File: src/rtl/instruction_loader_if.sv
// Stream and instruction-memory bus shared by the boot loader and its neighbours.
// The slave side is the loader; the master side is upstream plus the memory.
interface instruction_loader_if;
  logic        s_valid;
  logic        s_ready;
  logic [31:0] s_data;
  logic        s_last;
  logic        imem_we;
  logic [63:0] imem_addr;
  logic [31:0] imem_wdata;

  modport master (
    output s_valid, s_data, s_last,
    input  s_ready, imem_we, imem_addr, imem_wdata
  );

  modport slave (
    input  s_valid, s_data, s_last,
    output s_ready, imem_we, imem_addr, imem_wdata
  );
endinterface

File: src/rtl/instruction_loader.sv
// Boot loader: streams an instruction image into the core's memory, pads the tail
// with NOPs and holds the core in reset until the image is complete.
module instruction_loader #(
  parameter int          DEPTH      = 64,
  parameter int          RESET_HOLD = 4,
  parameter logic [31:0] NOP        = 32'h00000013
) (
  input  logic                         clk,
  input  logic                         reset,
  instruction_loader_if.slave          bus,
  output logic                         core_reset,
  output logic                         load_done,
  output logic [$clog2(DEPTH+1)-1:0]   word_count,
  output logic                         overflow
);

  localparam int CW = $clog2(DEPTH + 1);
  localparam int HW = $clog2(RESET_HOLD + 1);

  typedef enum logic [2:0] {IDLE, LOAD, PAD, HOLD, RUN, ERR} state_t;

  state_t        state, state_next;
  logic [CW-1:0] idx, idx_next, idx_inc, word_count_next;
  logic [HW-1:0] hold_cnt, hold_cnt_next;
  logic          imem_we, imem_we_next;
  logic [63:0]   imem_addr, imem_addr_next;
  logic [31:0]   imem_wdata, imem_wdata_next;
  logic          core_reset_next, load_done_next, overflow_next;
  logic          handshake;

  // s_ready comes straight from the state register so upstream sees no loop through s_valid
  assign bus.s_ready    = (state == LOAD);
  assign bus.imem_we    = imem_we;
  assign bus.imem_addr  = imem_addr;
  assign bus.imem_wdata = imem_wdata;

  assign handshake = bus.s_valid && (state == LOAD);
  assign idx_inc   = idx + CW'(1);

  always_ff @(posedge clk) begin
    if (reset) begin
      state      <= IDLE;
      idx        <= '0;
      hold_cnt   <= '0;
      imem_we    <= 1'b0;
      imem_addr  <= '0;
      imem_wdata <= '0;
      core_reset <= 1'b1;
      load_done  <= 1'b0;
      word_count <= '0;
      overflow   <= 1'b0;
    end else begin
      state      <= state_next;
      idx        <= idx_next;
      hold_cnt   <= hold_cnt_next;
      imem_we    <= imem_we_next;
      imem_addr  <= imem_addr_next;
      imem_wdata <= imem_wdata_next;
      core_reset <= core_reset_next;
      load_done  <= load_done_next;
      word_count <= word_count_next;
      overflow   <= overflow_next;
    end
  end

  // Everything holds by default; the write strobe is a one-cycle pulse per word
  always_comb begin
    state_next      = state;
    idx_next        = idx;
    hold_cnt_next   = hold_cnt;
    imem_we_next    = 1'b0;
    imem_addr_next  = imem_addr;
    imem_wdata_next = imem_wdata;
    core_reset_next = core_reset;
    load_done_next  = load_done;
    word_count_next = word_count;
    overflow_next   = overflow;

    case (state)
      IDLE: state_next = LOAD;

      LOAD: begin
        if (handshake) begin
          imem_we_next    = 1'b1;
          imem_addr_next  = 64'(idx) << 2;
          imem_wdata_next = bus.s_data;
          idx_next        = idx_inc;
          word_count_next = word_count + CW'(1);
          if (bus.s_last) begin
            state_next = (idx_inc < CW'(DEPTH)) ? PAD : HOLD;
          end else if (idx_inc == CW'(DEPTH)) begin
            state_next    = ERR;
            overflow_next = 1'b1;
          end
        end
      end

      PAD: begin
        imem_we_next    = 1'b1;
        imem_addr_next  = 64'(idx) << 2;
        imem_wdata_next = NOP;
        idx_next        = idx_inc;
        if (idx == CW'(DEPTH - 1)) state_next = HOLD;
      end

      // The first HOLD edge already drops imem_we, so release never overlaps a write
      HOLD: begin
        hold_cnt_next = hold_cnt + HW'(1);
        if (hold_cnt == HW'(RESET_HOLD - 1)) begin
          state_next      = RUN;
          core_reset_next = 1'b0;
          load_done_next  = 1'b1;
        end
      end

      RUN, ERR: state_next = state;

      default: state_next = IDLE;
    endcase
  end

endmodule

File: src/flat_wrapper.sv
// flat-port wrapper written by rule: the top's interface ports become plain ports
module instruction_loader_flat 
#(
  parameter int          DEPTH      = 64,
  parameter int          RESET_HOLD = 4,
  parameter logic [31:0] NOP        = 32'h00000013
)
  (clk, reset, core_reset, load_done, word_count, overflow, bus_s_valid, bus_s_data, bus_s_last, bus_s_ready, bus_imem_we, bus_imem_addr, bus_imem_wdata);
  instruction_loader_if bus_i ();
  input  logic clk;
  input  logic reset;
  output logic core_reset;
  output logic load_done;
  output logic [$clog2(DEPTH+1)-1:0] word_count;
  output logic overflow;
  input wire logic [$bits(bus_i.s_valid)-1:0] bus_s_valid;
  input wire logic [$bits(bus_i.s_data)-1:0] bus_s_data;
  input wire logic [$bits(bus_i.s_last)-1:0] bus_s_last;
  output wire logic [$bits(bus_i.s_ready)-1:0] bus_s_ready;
  output wire logic [$bits(bus_i.imem_we)-1:0] bus_imem_we;
  output wire logic [$bits(bus_i.imem_addr)-1:0] bus_imem_addr;
  output wire logic [$bits(bus_i.imem_wdata)-1:0] bus_imem_wdata;
  assign bus_i.s_valid = bus_s_valid;
  assign bus_i.s_data = bus_s_data;
  assign bus_i.s_last = bus_s_last;
  assign bus_s_ready = bus_i.s_ready;
  assign bus_imem_we = bus_i.imem_we;
  assign bus_imem_addr = bus_i.imem_addr;
  assign bus_imem_wdata = bus_i.imem_wdata;
  instruction_loader #(.DEPTH(DEPTH), .RESET_HOLD(RESET_HOLD), .NOP(NOP)) u_core (.clk(clk), .reset(reset), .bus(bus_i), .core_reset(core_reset), .load_done(load_done), .word_count(word_count), .overflow(overflow));
endmodule
File: config.mk
export PLATFORM = sky130hd
export DESIGN_NAME = instruction_loader_flat
export DESIGN_NICKNAME = d
export VERILOG_FILES = /design/src/rtl/instruction_loader_if.sv /design/src/rtl/instruction_loader.sv /design/src/flat_wrapper.sv
export SDC_FILE = /design/constraint.sdc
export NUM_CORES = 1
export LEC_CHECK = 0
export CELL_PAD_IN_SITES_DETAIL_PLACEMENT = 1
export CELL_PAD_IN_SITES_GLOBAL_PLACEMENT = 2
export CORE_MARGIN = 10
export CORE_UTILIZATION = 22
export CTS_CLUSTER_DIAMETER = 80
export CTS_CLUSTER_SIZE = 8
export DETAILED_ROUTE_END_ITERATION = 12
export GPL_TIMING_DRIVEN = 0
export PLACE_DENSITY = 0.86
export SLEW_MARGIN = 20
export SYNTH_ARGS = -nofsm -noshare
export SYNTH_HDL_FRONTEND = slang
export SYNTH_SLANG_ARGS = --single-unit
export TNS_END_PERCENT = 50
File: constraint.sdc
create_clock -name clk -period 1.9 [get_ports clk]
set_input_delay 0.475 -clock clk [delete_from_list [all_inputs] [get_ports clk]]
set_output_delay 0.475 -clock clk [all_outputs]
set_load 0.02 [all_outputs]
**After elaboration in Yosys (flattened, before gate mapping)**

Index checks and enable logic that the tools add are counted.

- Input bits: 36
- Register bits after elaboration: 120
- Word-level logic and storage cells: 52
- Output and inout bits: 108

- Muxes and demuxes: 15
- Reduce and logical (&&, ||, !) cells: 9
- Bitwise logic cells: 2
- Equal/unequal tests: 12
- $add $sub $neg: 3
- Magnitude comparators: 1

Operators with widths:

| kind | count |
|---|---|
| $pmux 64 s2 | 1 |
| $mux 64 | 1 |
| $pmux 32 s2 | 1 |
| $mux 32 | 1 |
| $mux 3 | 5 |
| $pmux 3 s5 | 1 |
| $add 7x1->7 const B | 2 |
| $pmux 7 s2 | 1 |
| $eq 3x2->1 const B | 3 |
| $eq 7x6->1 const B | 1 |
| $eq 7x7->1 const B | 1 |
| $lt 7x7->1 const B | 1 |
| $mux 7 | 1 |
| $eq 3x3->1 const B | 2 |
| $ne 2x1->1 const B | 3 |
| $reduce_and 2->1 | 3 |
| $reduce_and 5->1 | 1 |
| $reduce_and 4->1 | 1 |
| $add 3x1->3 const B | 1 |
| $eq 3x1->1 const B | 1 |
| $logic_not 3->1 | 1 |
| $ne 3x2->1 const B | 1 |
| $mux 1 | 2 |
| $not 1->1 | 2 |
| other kinds (4) | 4 |

**Depth between registers and ports, before layout**

- Depth in word-level cells: 6
- Gate-level depth with buffers: 7
- Depth with buffers taken out: 7

**Least setup slack after synthesis**

OpenSTA, ideal clock, no wires.

- Path type: register to register
- Start point: register u_core.state[1]
- End point: register u_core.state[2]
- Setup time: 0.117 ns
- Path slack: 0.221 ns
- Required time: 1.783 ns
- Path buffers: 1
- Period minus slack after synthesis: 1.679 ns
- Data arrival time: 1.562 ns
- Stages on the path, launching flop included: 7
- Path through: dfxtp_1 buf_2 nor3b_2 nand2_1 o221ai_2 a31oi_2 a22o_1

- Longest elaborated chain between the ends: 4
- Elaborated cells on any way between the ends: 15
- Those cells by class: eq/ne: 9; mux: 1; bitwise: 1; reduce/logical: 4

RTL lines:

| what | line | RTL |
|---|---|---|
| start: declaration | instruction_loader.sv:22 | `state_t state, state_next;` |
| start signal: assignment | instruction_loader.sv:53 | `state <= state_next;` |
| $eq 3x1->1 (*) | -- |  |
| net bus_s_ready | flat_wrapper.sv:19 | `output wire logic [$bits(bus_i.s_ready)-1:0] bus_s_ready;` |
| $logic_and 1x1->1 | instruction_loader.sv:37 | `assign handshake = bus.s_valid && (state == LOAD);` |
| $ne 2x1->1 (no line) | -- |  |
| $reduce_and 5->1 (no line) | -- |  |

Mark *: on every way through the listed nets, which the timed path passes. The rest lies on a longest branch.
A chain may end at the register's enable or synchronous reset.

**Worst setup path in the final report**

- Start point: register u_core.word_count[5]
- End point: output port word_count[5]

RTL lines:

| what | line | RTL |
|---|---|---|
| start: declaration | instruction_loader.sv:13 | `output logic [$clog2(DEPTH+1)-1:0] word_count,` |
| start signal: assignment | instruction_loader.sv:61 | `word_count <= word_count_next;` |
| end: declaration | flat_wrapper.sv:14 | `output logic [$clog2(DEPTH+1)-1:0] word_count;` |

No word-level cell between the ends.

==> flow_summary_export.csv <==
group,metric,value,unit
critical_path,crit_family,"buffers and inverters",
sta,tightest_slew,0.5666,ns
clock_network,clk-insertion-delay-late,0.33,ns
worst_hold_path,hold_class,"reg -> reg",
critical_path,worstPathCellList,"clkdlybuf4s50_1",
yosys,syn-cell-area,3003,um^2
clock_network,holdBufCountCts,0,
yosys,synth_cell_type_count,41,
global_routing,grt_overflow,0,
sta,skew,0.009098,ns
placement,port_buffers,86,
detailed_routing,drtIter0Drc,59,
detailed_routing,via_per_inst,3.971,
final_layout,nFillCells,1584,
clock_network,htree_levels,3,
power_and_ir_drop,ir_worst_vdd,503.4,uV
detailed_routing,wire_per_inst,14.26,um
yosys,ys_warn_count,0,
sta,finalSetupViolations,0,
clock_network,cts_tree,"yes",
power_and_ir_drop,leakagePower,1.995,nW
critical_path,worstSetupStartpoint,"u_core.word_count[5]",
final_layout,drive_above_1_share,0.1908,
clock_network,clkSlewWorstSetupHoldPaths,0.05,ns
critical_path,end_kind,"output port",
floorplanning,core-area,13300,um^2
yosys,netlist_instances,360,
final_layout,layout_common_cells,"nand2_1 (83), clkdlybuf4s50_1 (80), buf_4 (61)",
yosys,synth_area_leaders,"dfxtp_1 (42%), buf_4 (15%), nand2_1 (10%), a21oi_1 (5.7%), mux2i_1 (3.7%)",
yosys,synthArstFlopShare,0,
power_and_ir_drop,cellPowerDensity,1098,nW/um^2
global_routing,antenna_found_initial,0,
sta,slew_violations,0,
floorplanning,initial_core_util,0.2259,
detailed_routing,wl,9908,um
final_layout,seqCellArea,1265,um^2
critical_path,criticalPathCategory,"reg -> out",
detailed_routing,dr.pass1.iters,4,
sta,tns,0,ns
global_routing,grt_use_total,0.1032,
floorplanning,die_h,136.8,um
detailed_routing,remaining_drc_errors,0,
yosys,yosys.area.top_type,"dfxtp_1",
floorplanning,rows,42,
critical_path,slowest_delay,0.64,ns
clock_network,cts_sinks,63,
sta,finalCritPeriodShare,0.9633,
yosys,ys.flop_type,"dfxtp_1",
final_layout,num-nets-final,555,
final_layout,antenna_cells,0,
clock_network,root_buffer,"clkbuf_16",
global_routing,grt_max_degree,11,
run_status,status,"finished clean",
critical_path,crit_buf_inv,1,
final_layout,multi_input_area,1479,um^2
sta,slew_headroom,0.6223,
worst_hold_path,min_from,"u_core.bus.imem_wdata[19]",
floorplanning,die_w,136.8,um
critical_path,critPathRequiredTime,1.42,ns
clock_network,cts_buffer_depth,2,
sta,hold_violations,0,
detailed_routing,antenna_left,0,
final_layout,area.growth.synth_to_final,56.37,%
critical_path,rr_startpoint,"u_core.idx[0]",
yosys,synth_edf_count,0,
yosys,yosysTopAreaCellShare,0.4200,
yosys,avgSynthCellArea,8.341,um^2
global_routing,grt_pass1_wl,15040,um
global_routing,grt_pass1_vias,2858,
sta,period_needed,1.830,ns
clock_network,cts_buffers,9,
critical_path,startpoint_type,"register",
detailed_routing,vias,2760,
placement,dp.cells,678,
critical_path,worstPathMaxFanout,3,
final_layout,final_cells,695,
floorplanning,io_pins,144,
placement,gp_congestion,0.7475,
critical_path,crit_slowest_cell,"clkdlybuf4s50_1",
critical_path,arrival,1.36,ns
sta,max_freq,546.4,MHz
floorplanning,die_area,18720,um^2
yosys,synth-seq-cells,63,
sta,rsz0062_at_grt,"no",
final_layout,final_common_cell,"nand2_1",
flow_run,cap_violations,0,
yosys,ys_seq_area_frac,0.4200,
placement,hpwlAfterDp,7814,um
-- sequential cells by signal, summed over array words and instances (netlist names) --
signal,flops
u_core.bus.imem_wdata,32
u_core.bus.imem_addr,7
u_core.idx,7
u_core.word_count,7
u_core.hold_cnt,3
u_core.state,3
u_core.bus.imem_we,1
u_core.core_reset,1
u_core.load_done,1
u_core.overflow,1
-- path summary, 6_finish.rpt --
kind / to / slack (ns) / cells after the start
min: u_core.bus.imem_wdata[19] / 0.45 / 2
max: word_count[5] / 0.07 / 1
min reg2reg: u_core.bus.imem_wdata[19] / 0.45 / 2
max reg2reg: u_core.state[2] / 0.16 / 6
-- power breakdown --
group,internal (W),total [W],switching (W)
Combinational,0.000753,0.00170,0.000951
Sequential,0.00151,0.00167,0.000161
Clock,0.00122,0.00178,0.000563
-- final cells by class --
class                           instances  share of cell area
Multi-Input combinational cell        275              0.3149
Sequential cell                        63              0.2694
Timing Repair Buffer                   87              0.1849
Buffer                                 75              0.1122
Clock buffer                           13             0.05542
Tap cell                              176             0.04690
Clock inverter                          3             0.01386
Inverter                                3            0.002398
-- cells in the mapped netlist, drive strengths merged, types with 2 or more instances --
cell type and count:
xor2 9, mux2i 11, a21oi 35, nand3 3
xnor2 4, nor3b 3, ha 5, and2 2
nand3b 2, a31oi 4, inv 3, dfxtp 63
clkbuf 8, nor2 26, and3 2, nor2b 2
buf 67, nand2 83, nor4 3, nand2b 4
a21bo 2, nand4 6
-- layer usage --
layer	GRT usage	part of all wire	wire length (um)
met1	0.1044	0.38	3784
met3	0.04509	0.087	858
met2	0.1824	0.52	5107
met5	0	0	0
met4	0.04215	0.016	157
-- logic make-up (layout without fill, tap and decap cells) --
family | after synthesis | count (layout) | share of synthesized area
AND/OR/NAND/NOR | 140 | 140 | 0.2087
AO/OA/AOI/OAI | 49 | 49 | 0.1000
flip-flops | 63 | 63 | 0.4200
XOR/XNOR | 13 | 13 | 0.03792
other | 1 | 57 | 0.001249
multiplexers | 11 | 11 | 0.03667
adder cells (fa/ha/maj) | 5 | 5 | 0.02083
buffers and inverters | 78 | 181 | 0.1746
-- per-stage QoR --
stage	util	cell area, um^2	setup slack, ns	total power [W]	hold WS, ns
floorplan	-	3213	0.2208	0.002693	0.4646
global placement	0.3230	4294	-0.5515	0.003271	0.4414
detailed placement	0.3230	4294	-0.6267	0.003318	0.4489
CTS	0.3504	4658	0.002682	0.005215	0.4574
global route	0.3532	4696	0.003448	0.005479	0.4752
finish	0.3532	4696	0.06970	0.005156	0.4516
-- timing repair --
| item | CTS | global route |
|---|---|---|
| setup buffers | 1 | 0 |
| endpoints found under the setup margin | 44 | 47 |
| resized for setup | 13 | 16 |
| pin swaps | 3 | 2 |
Note: power is estimated with default switching activity, not from simulation.
